<file path="src/rtl/message_receiver_if.sv">
// Bundle of the serial receive path: line input toward the receiver and the
// parallel word / status outputs toward the message consumer.
interface message_receiver_if #(
  parameter int DATA_W = 8
);
  logic              serial_in;
  logic [DATA_W-1:0] data_out;
  logic              valid;
  logic              frame_err;
  logic              busy;

  // master: the link/consumer side; slave: the receiver itself
  modport master (output serial_in, input data_out, valid, frame_err, busy);
  modport slave  (input serial_in, output data_out, valid, frame_err, busy);
endinterface

</file>
<file path="src/rtl/message_receiver.sv">
// Serial message receiver: start-bit detect on an idle-high line, LSB-first
// data sampled at bit centres, stop-bit check, parallel word with pulses.
module message_receiver #(
  parameter int DATA_W        = 8,
  parameter int TICKS_PER_BIT = 4
) (
  input  logic                clk,
  input  logic                rst,
  message_receiver_if.slave   bus
);
  localparam int HALF   = TICKS_PER_BIT / 2;
  localparam int TICK_W = (TICKS_PER_BIT > 2) ? $clog2(TICKS_PER_BIT) : 1;
  localparam int BIT_W  = (DATA_W > 1) ? $clog2(DATA_W) : 1;

  localparam logic [TICK_W-1:0] TICK_HALF = TICK_W'(HALF - 1);
  localparam logic [TICK_W-1:0] TICK_LAST = TICK_W'(TICKS_PER_BIT - 1);
  localparam logic [BIT_W-1:0]  BIT_LAST  = BIT_W'(DATA_W - 1);

  typedef enum logic [1:0] {
    IDLE  = 2'd0,
    START = 2'd1,
    DATA  = 2'd2,
    STOP  = 2'd3
  } state_t;

  state_t            state_reg,   state_next;
  logic [TICK_W-1:0] tick_reg,    tick_next;
  logic [BIT_W-1:0]  bit_cnt_reg, bit_cnt_next;
  logic [DATA_W-1:0] shifter_reg, shifter_next;
  logic [DATA_W-1:0] data_reg,    data_next;
  logic              valid_reg,   valid_next;
  logic              err_reg,     err_next;
  logic [DATA_W:0]   shift_cat;

  always_ff @(posedge clk) begin
    if (rst) begin
      state_reg   <= IDLE;
      tick_reg    <= '0;
      bit_cnt_reg <= '0;
      shifter_reg <= '0;
      data_reg    <= '0;
      valid_reg   <= 1'b0;
      err_reg     <= 1'b0;
    end else begin
      state_reg   <= state_next;
      tick_reg    <= tick_next;
      bit_cnt_reg <= bit_cnt_next;
      shifter_reg <= shifter_next;
      data_reg    <= data_next;
      valid_reg   <= valid_next;
      err_reg     <= err_next;
    end
  end

  // New bit enters at the MSB so the first (LSB) bit ends up in bit 0.
  assign shift_cat = {bus.serial_in, shifter_reg};

  always_comb begin
    state_next   = state_reg;
    tick_next    = tick_reg;
    bit_cnt_next = bit_cnt_reg;
    shifter_next = shifter_reg;
    data_next    = data_reg;
    valid_next   = 1'b0;
    err_next     = 1'b0;

    case (state_reg)
      IDLE: begin
        if (!bus.serial_in) begin
          state_next = START;
          tick_next  = '0;
        end
      end

      START: begin
        if (tick_reg == TICK_HALF) begin
          tick_next = '0;
          if (!bus.serial_in) begin
            state_next   = DATA;
            bit_cnt_next = '0;
          end else begin
            state_next = IDLE;
          end
        end else begin
          tick_next = tick_reg + 1'b1;
        end
      end

      DATA: begin
        if (tick_reg == TICK_LAST) begin
          tick_next    = '0;
          shifter_next = shift_cat[DATA_W:1];
          if (bit_cnt_reg == BIT_LAST) begin
            state_next = STOP;
          end else begin
            bit_cnt_next = bit_cnt_reg + 1'b1;
          end
        end else begin
          tick_next = tick_reg + 1'b1;
        end
      end

      STOP: begin
        if (tick_reg == TICK_LAST) begin
          tick_next  = '0;
          state_next = IDLE;
          if (bus.serial_in) begin
            data_next  = shifter_reg;
            valid_next = 1'b1;
          end else begin
            err_next = 1'b1;
          end
        end else begin
          tick_next = tick_reg + 1'b1;
        end
      end

      default: begin
        state_next = IDLE;
        tick_next  = '0;
      end
    endcase
  end

  assign bus.data_out  = data_reg;
  assign bus.valid     = valid_reg;
  assign bus.frame_err = err_reg;
  assign bus.busy      = (state_reg != IDLE);
endmodule

</file>
<file path="src/flat_wrapper.sv">
// flat-port wrapper written by rule: the top's interface ports become plain ports
module message_receiver_flat 
#(
  parameter int DATA_W        = 8,
  parameter int TICKS_PER_BIT = 4
)
  (clk, rst, bus_serial_in, bus_data_out, bus_valid, bus_frame_err, bus_busy);
  message_receiver_if #(.DATA_W(DATA_W)) bus_i ();
  input  logic clk;
  input  logic rst;
  input wire logic [$bits(bus_i.serial_in)-1:0] bus_serial_in;
  output wire logic [$bits(bus_i.data_out)-1:0] bus_data_out;
  output wire logic [$bits(bus_i.valid)-1:0] bus_valid;
  output wire logic [$bits(bus_i.frame_err)-1:0] bus_frame_err;
  output wire logic [$bits(bus_i.busy)-1:0] bus_busy;
  assign bus_i.serial_in = bus_serial_in;
  assign bus_data_out = bus_i.data_out;
  assign bus_valid = bus_i.valid;
  assign bus_frame_err = bus_i.frame_err;
  assign bus_busy = bus_i.busy;
  message_receiver #(.DATA_W(DATA_W), .TICKS_PER_BIT(TICKS_PER_BIT)) u_core (.clk(clk), .rst(rst), .bus(bus_i));
endmodule
</file>
<file path="config.mk">
export PLATFORM = sky130hd
export DESIGN_NAME = message_receiver_flat
export DESIGN_NICKNAME = d
export VERILOG_FILES = /design/src/rtl/message_receiver_if.sv /design/src/rtl/message_receiver.sv /design/src/flat_wrapper.sv
export SDC_FILE = /design/constraint.sdc
export NUM_CORES = 1
export LEC_CHECK = 0
export ABC_AREA = 0
export CAP_MARGIN = 30
export CORE_ASPECT_RATIO = 1.1
export CORE_MARGIN = 8
export CORE_UTILIZATION = 40
export CTS_BUF_LIST = sky130_fd_sc_hd__clkbuf_2
export DETAILED_ROUTE_END_ITERATION = 10
export PLACE_DENSITY_LB_ADDON = 0.08
export SYNTH_ARGS = -nofsm -noshare
export SYNTH_HDL_FRONTEND = slang
export SYNTH_SLANG_ARGS = --single-unit
</file>
<file path="constraint.sdc">
create_clock -name clk -period 5.1 [get_ports clk]
set_clock_uncertainty 0.2 [all_clocks]
set_input_delay 0.51 -clock clk [delete_from_list [all_inputs] [get_ports clk]]
set_output_delay 0.51 -clock clk [all_outputs]
set_load 0.005 [all_outputs]
</file>
# Word level (Yosys, flattened, before mapping)
# Cells that the tools add are included.
[word_totals] elab_cells=51 register_bits=25 output_inout_bits=11
[classes] mux=18 n_reduce_logical=9 bitwise_logic=2 n_eq_ne=13 add_sub_neg=2
[ops] operator="$mux 2" count=9
[ops] operator="$mux 3" count=4
[ops] operator="$reduce_and 5->1" count=2
[ops] operator="$ne 2x1->1 const B" count=4
[ops] operator="$pmux 2 s4" count=1
[ops] operator="$eq 2x2->1 const B" count=3
[ops] operator="$ne 2x2->1 const B" count=3
[ops] operator="$pmux 2 s3" count=1
[ops] operator="$pmux 3 s2" count=1
[ops] operator="$eq 2x1->1 const B" count=2
[ops] operator="$reduce_bool 2->1" count=2
[ops] operator="$add 3x1->3 const B" count=1
[ops] operator="$eq 3x3->1 const B" count=1
[ops] operator="$reduce_and 3->1" count=1
[ops] operator="$reduce_or 3->1" count=1
[ops] operator="$add 2x1->2 const B" count=1
[ops] operator="$logic_not 2->1" count=1
[ops] operator="$mux 1" count=2
[ops] operator="$not 1->1" count=2
[ops] operator="$reduce_and 2->1" count=1
[ops] operator="$reduce_or 2->1" count=1

# Logic depth before layout (Yosys ltp)
[logic_depth] ltp_word=4 mapped_depth=6 mapped_depth_nobuf=5

# Least setup slack after synthesis
# Ideal clock, no wire load.
[synth_timing] path_kind="reg-to-reg" start="register u_core.bit_cnt_reg[0]" end="register u_core.bit_cnt_reg[0]" stages_incl_launch_ff=6 setup_slack_ns=3.323 arrival_time_ns=1.507 path_buffers=0 required_ns=4.830 setup_time_ns=0.070 path_cell_list="dfxtp_1 ha_1 ha_1 nand4bb_1 or4b_1 a21oi_1"
[synth_between] elab_chain_len=4 word_cells_on_any_way=7
[synth_rtl] element="from (decl)" line="message_receiver.sv:28" rtl="logic [BIT_W-1:0] bit_cnt_reg, bit_cnt_next;"
[synth_rtl] element="from (signal assigned)" line="message_receiver.sv:47" rtl="bit_cnt_reg <= bit_cnt_next;"
[synth_rtl] element="$add 3x1->3" line="message_receiver.sv:96" rtl="bit_cnt_next = bit_cnt_reg + 1'b1;"
[synth_rtl] element="$mux 3" line="message_receiver.sv:93" rtl="if (bit_cnt_reg == BIT_LAST) begin"
[synth_rtl] element="$mux 3" line="message_receiver.sv:90" rtl="if (tick_reg == TICK_LAST) begin"
[synth_rtl] element="$pmux 3 s2" line="message_receiver.sv:67" rtl="case (state_reg)"
# Several ways; a longest one is shown, not always the timed one. The select of a mux whose other input is x is not followed.
# A chain may end at the register's enable or synchronous reset.

==> impl_metrics.csv <==
group,metric,value,unit
clock_network,cts_root_buffer,"clkbuf_2",
floorplanning,dieWidth,65.0,um
logic_synthesis,synthTopCellsByCount,"25 x dfxtp_1, 19 x nand2_1, 13 x a21oi_1",
timing,worst_hold_slack,0.270,ns
floorplanning,dieArea,4540,sq um
clock_network,clk_pin_slew,0.22,ns
critical_path,rrSetupSlack,3.12,ns
timing,worst_pin_slew,0.852,ns
timing,rsz0062_at_grt,"no",
critical_path,cp.arrival,1.68,ns
grt,antenna_found_initial,0,
critical_path,reg2reg_depth,4,
floorplanning,pin_count,14,
critical_path,r2r-start,"u_core.tick_reg[0]",
logic_synthesis,yosysTopAreaCell,"dfxtp_1",
logic_synthesis,synth_cells,113,
placed_design,port_buffers,13,
critical_path,crit_required,4.39,ns
timing,hold_viol,0,
placed_design,dp_slack,2.96,ns
detailed_routing,post-route-drc-count,0,
logic_synthesis,yosysSeqAreaShare,0.474,
logic_synthesis,synth_area,1050,sq um
grt,grt_usage,0.0885,
logic_synthesis,ys.flop_type,"dfxtp_1",
placed_design,placed_area,1180,sq um
clock_network,cts_buffers,3,
placed_design,dp_hpwl,1280,um
grt,grt_pass1_vias,761,
floorplanning,row_count,19,
cells_and_area,multi_input_area,503,sq um
detailed_routing,drt_iter0_markers,22,
cells_and_area,fin_area,1200,sq um
timing,maxSlewHeadroom,0.430,
floorplanning,core_area,2500,sq um
power_and_ir_drop,power.density,243,nW/um^2
clock_network,post_cts_resized,0,
worst_hold_path,min_path_cells,2,
power_and_ir_drop,pwr-share-comb,0.056,
timing,slew_violations,0,
power_and_ir_drop,p_sw_frac,0.234,
cells_and_area,num_antenna_cells,0,
job,maxCapViolCount,0,
logic_synthesis,avgSynthCellArea,9.33,sq um
detailed_routing,first_pass_iters,4,
timing,setup-violations-final,0,
worst_hold_path,min_to,"u_core.bus.data_out[3]",
cells_and_area,fillers,245,
critical_path,crit_fanout,17,
cells_and_area,register_area,500,sq um
clock_network,cts_tree,"yes",
status,status,"completed",
timing,fmax,0.418,GHz
logic_synthesis,synth_cell_types,24,
timing,period_share,0.469,
grt,grt_pass1_wl,3330,um
floorplanning,initial_utilization,0.423,
clock_network,cts_sinks,25,
power_and_ir_drop,pwr-share-seq,0.692,
floorplanning,fp.dieH,69.9,um
logic_synthesis,synth_top_cell_area_share,0.474,
cells_and_area,fin_nets,130,
detailed_routing,wl_per_cell,12.4,um
detailed_routing,drt-total-wl,1890,um
cells_and_area,drive_gt1_frac,0.0496,
clock_network,htreeDepth,1,
power_and_ir_drop,p_sw,0.0686,mW
timing,setup_tns,0,ns
clock_network,clk_path_buf_depth,2,
timing,setup_ws,2.71,ns
detailed_routing,ant_nets,0,
grt,grt_max_degree,26,
detailed_routing,vias,793,
placed_design,gp_congestion,0.669,
logic_synthesis,synthTopCellsByArea,"dfxtp_1 47%, mux2i_1 7.6%, nand2_1 6.8%, a21oi_1 6.2%, ha_1 5.9%",
timing,period_needed,2.39,ns
clock_network,clk_latency,0.33,ns
critical_path,worstSetupStartpointType,"register",
logic_synthesis,synth_edf_count,0,
critical_path,path_class,"reg2out",
clock_network,ctsHoldBuffers,0,
detailed_routing,vias_per_cell,5.22,
worst_hold_path,min_path_type,"reg2reg",
logic_synthesis,synth_nets,121,
critical_path,regToRegEndpoint,"u_core.bit_cnt_reg[0]",
cells_and_area,area_delta_synth_final,14.1,%
worst_hold_path,hp-start,"u_core.bus.data_out[3]",
clock_network,cts_setup_buffers,0,
power_and_ir_drop,clkPwrFrac,0.252,
power_and_ir_drop,internal-power,0.224,mW
logic_synthesis,async_flop_share,0,
logic_synthesis,yosys_warnings,0,
grt,overflow,0,
power_and_ir_drop,peakVddDrop,126,uV
critical_path,end_kind,"output pin",
power_and_ir_drop,p_leak,0.488,nW
logic_synthesis,post-synth-top-count-cell,"dfxtp_1",
logic_synthesis,ys_ff_latch,25,
[worst max path at each step]
stage	from	endpoint	slack, ns	cells after the start
floorplan	u_core.bit_cnt_reg[0]	u_core.bit_cnt_reg[0]	3.32	5
global placement	rst	u_core.bus.frame_err	2.97	2
detailed placement	rst	u_core.bus.frame_err	2.96	2
CTS	u_core.state_reg[0]	bus_busy	2.66	3
global route	u_core.state_reg[0]	bus_busy	2.55	3
finish	register	bus_busy	2.71	3
[cell type report]
cell class                 count  area share
multi-input combinational     76       0.418
inverter                       3     0.00936
timing repair buffer          13       0.108
sequential                    25       0.416
clock inverter                 1     0.00416
tap                           31      0.0322
clock buffer                   3      0.0125
[layer usage]
layer	up-vias	part of all wire	GRT usage
met5	-	0	0
met4	0	0.023	0.0510
met3	5	0.043	0.0239
met2	11	0.44	0.140
met1	370	0.49	0.104
li1	407	-	-
[worst max-delay path: stages, from the launching register on]
cell and delay, ns:
dfxtp_1 0.69, nor2_1 0.11, inv_1 0.07, clkdlybuf4s50_1 0.49
[cell usage in the layout, fill, tap and decap left out, drive strengths merged]
| cell type | netlist | routed |
|---|---|---|
| nand4b | 2 | 2 |
| mux4 | 1 | 1 |
| dfxtp | 25 | 25 |
| nand3 | 3 | 3 |
| and4bb | 1 | 1 |
| nand3b | 2 | 2 |
| nand4bb | 2 | 2 |
| and4 | 1 | 1 |
| a221oi | 1 | 1 |
| nand4 | 1 | 1 |
| nand2 | 19 | 19 |
| nor3b | 1 | 1 |
| nor4b | 2 | 2 |
| clkdlybuf4s50 | 0 | 13 |
| a311oi | 1 | 1 |
| nor2 | 12 | 12 |
| a21oi | 13 | 13 |
| clkinv | 0 | 1 |
| or4b | 1 | 1 |
| mux2i | 8 | 8 |
| clkbuf | 5 | 3 |
| inv | 3 | 3 |
| ha | 5 | 5 |
[kinds of logic (layout without fill, tap and decap cells)]
family / count (synthesis) / in the layout / synth area share
flops: 25 / 25 / 0.474
buf+inv: 12 / 20 / 0.0486
simple gates: 47 / 47 / 0.242
mux: 9 / 9 / 0.0973
compound gates: 15 / 15 / 0.0783
fa+ha+maj: 5 / 5 / 0.0593
[power groups by stage]
stage / Clock, mW / Combinational, mW / Sequential, mW
final: 0.0737 / 0.0164 / 0.203
after CTS: 0.0810 / 0.0168 / 0.203
after global placement: 0 / 0.0164 / 0.206
after detailed placement: 0 / 0.0167 / 0.207
after floorplan: 0 / 0.0140 / 0.204
after global routing: 0.0881 / 0.0185 / 0.204
[stage by stage]
stage	power, mW	instances	util
final	0.293	152	0.482
after global routing	0.310	152	0.482
after CTS	0.301	152	0.482
after detailed placement	0.223	148	0.474
after global placement	0.223	148	0.474
after floorplan	0.218	113	-
Power figures use the tool's default switching activity.
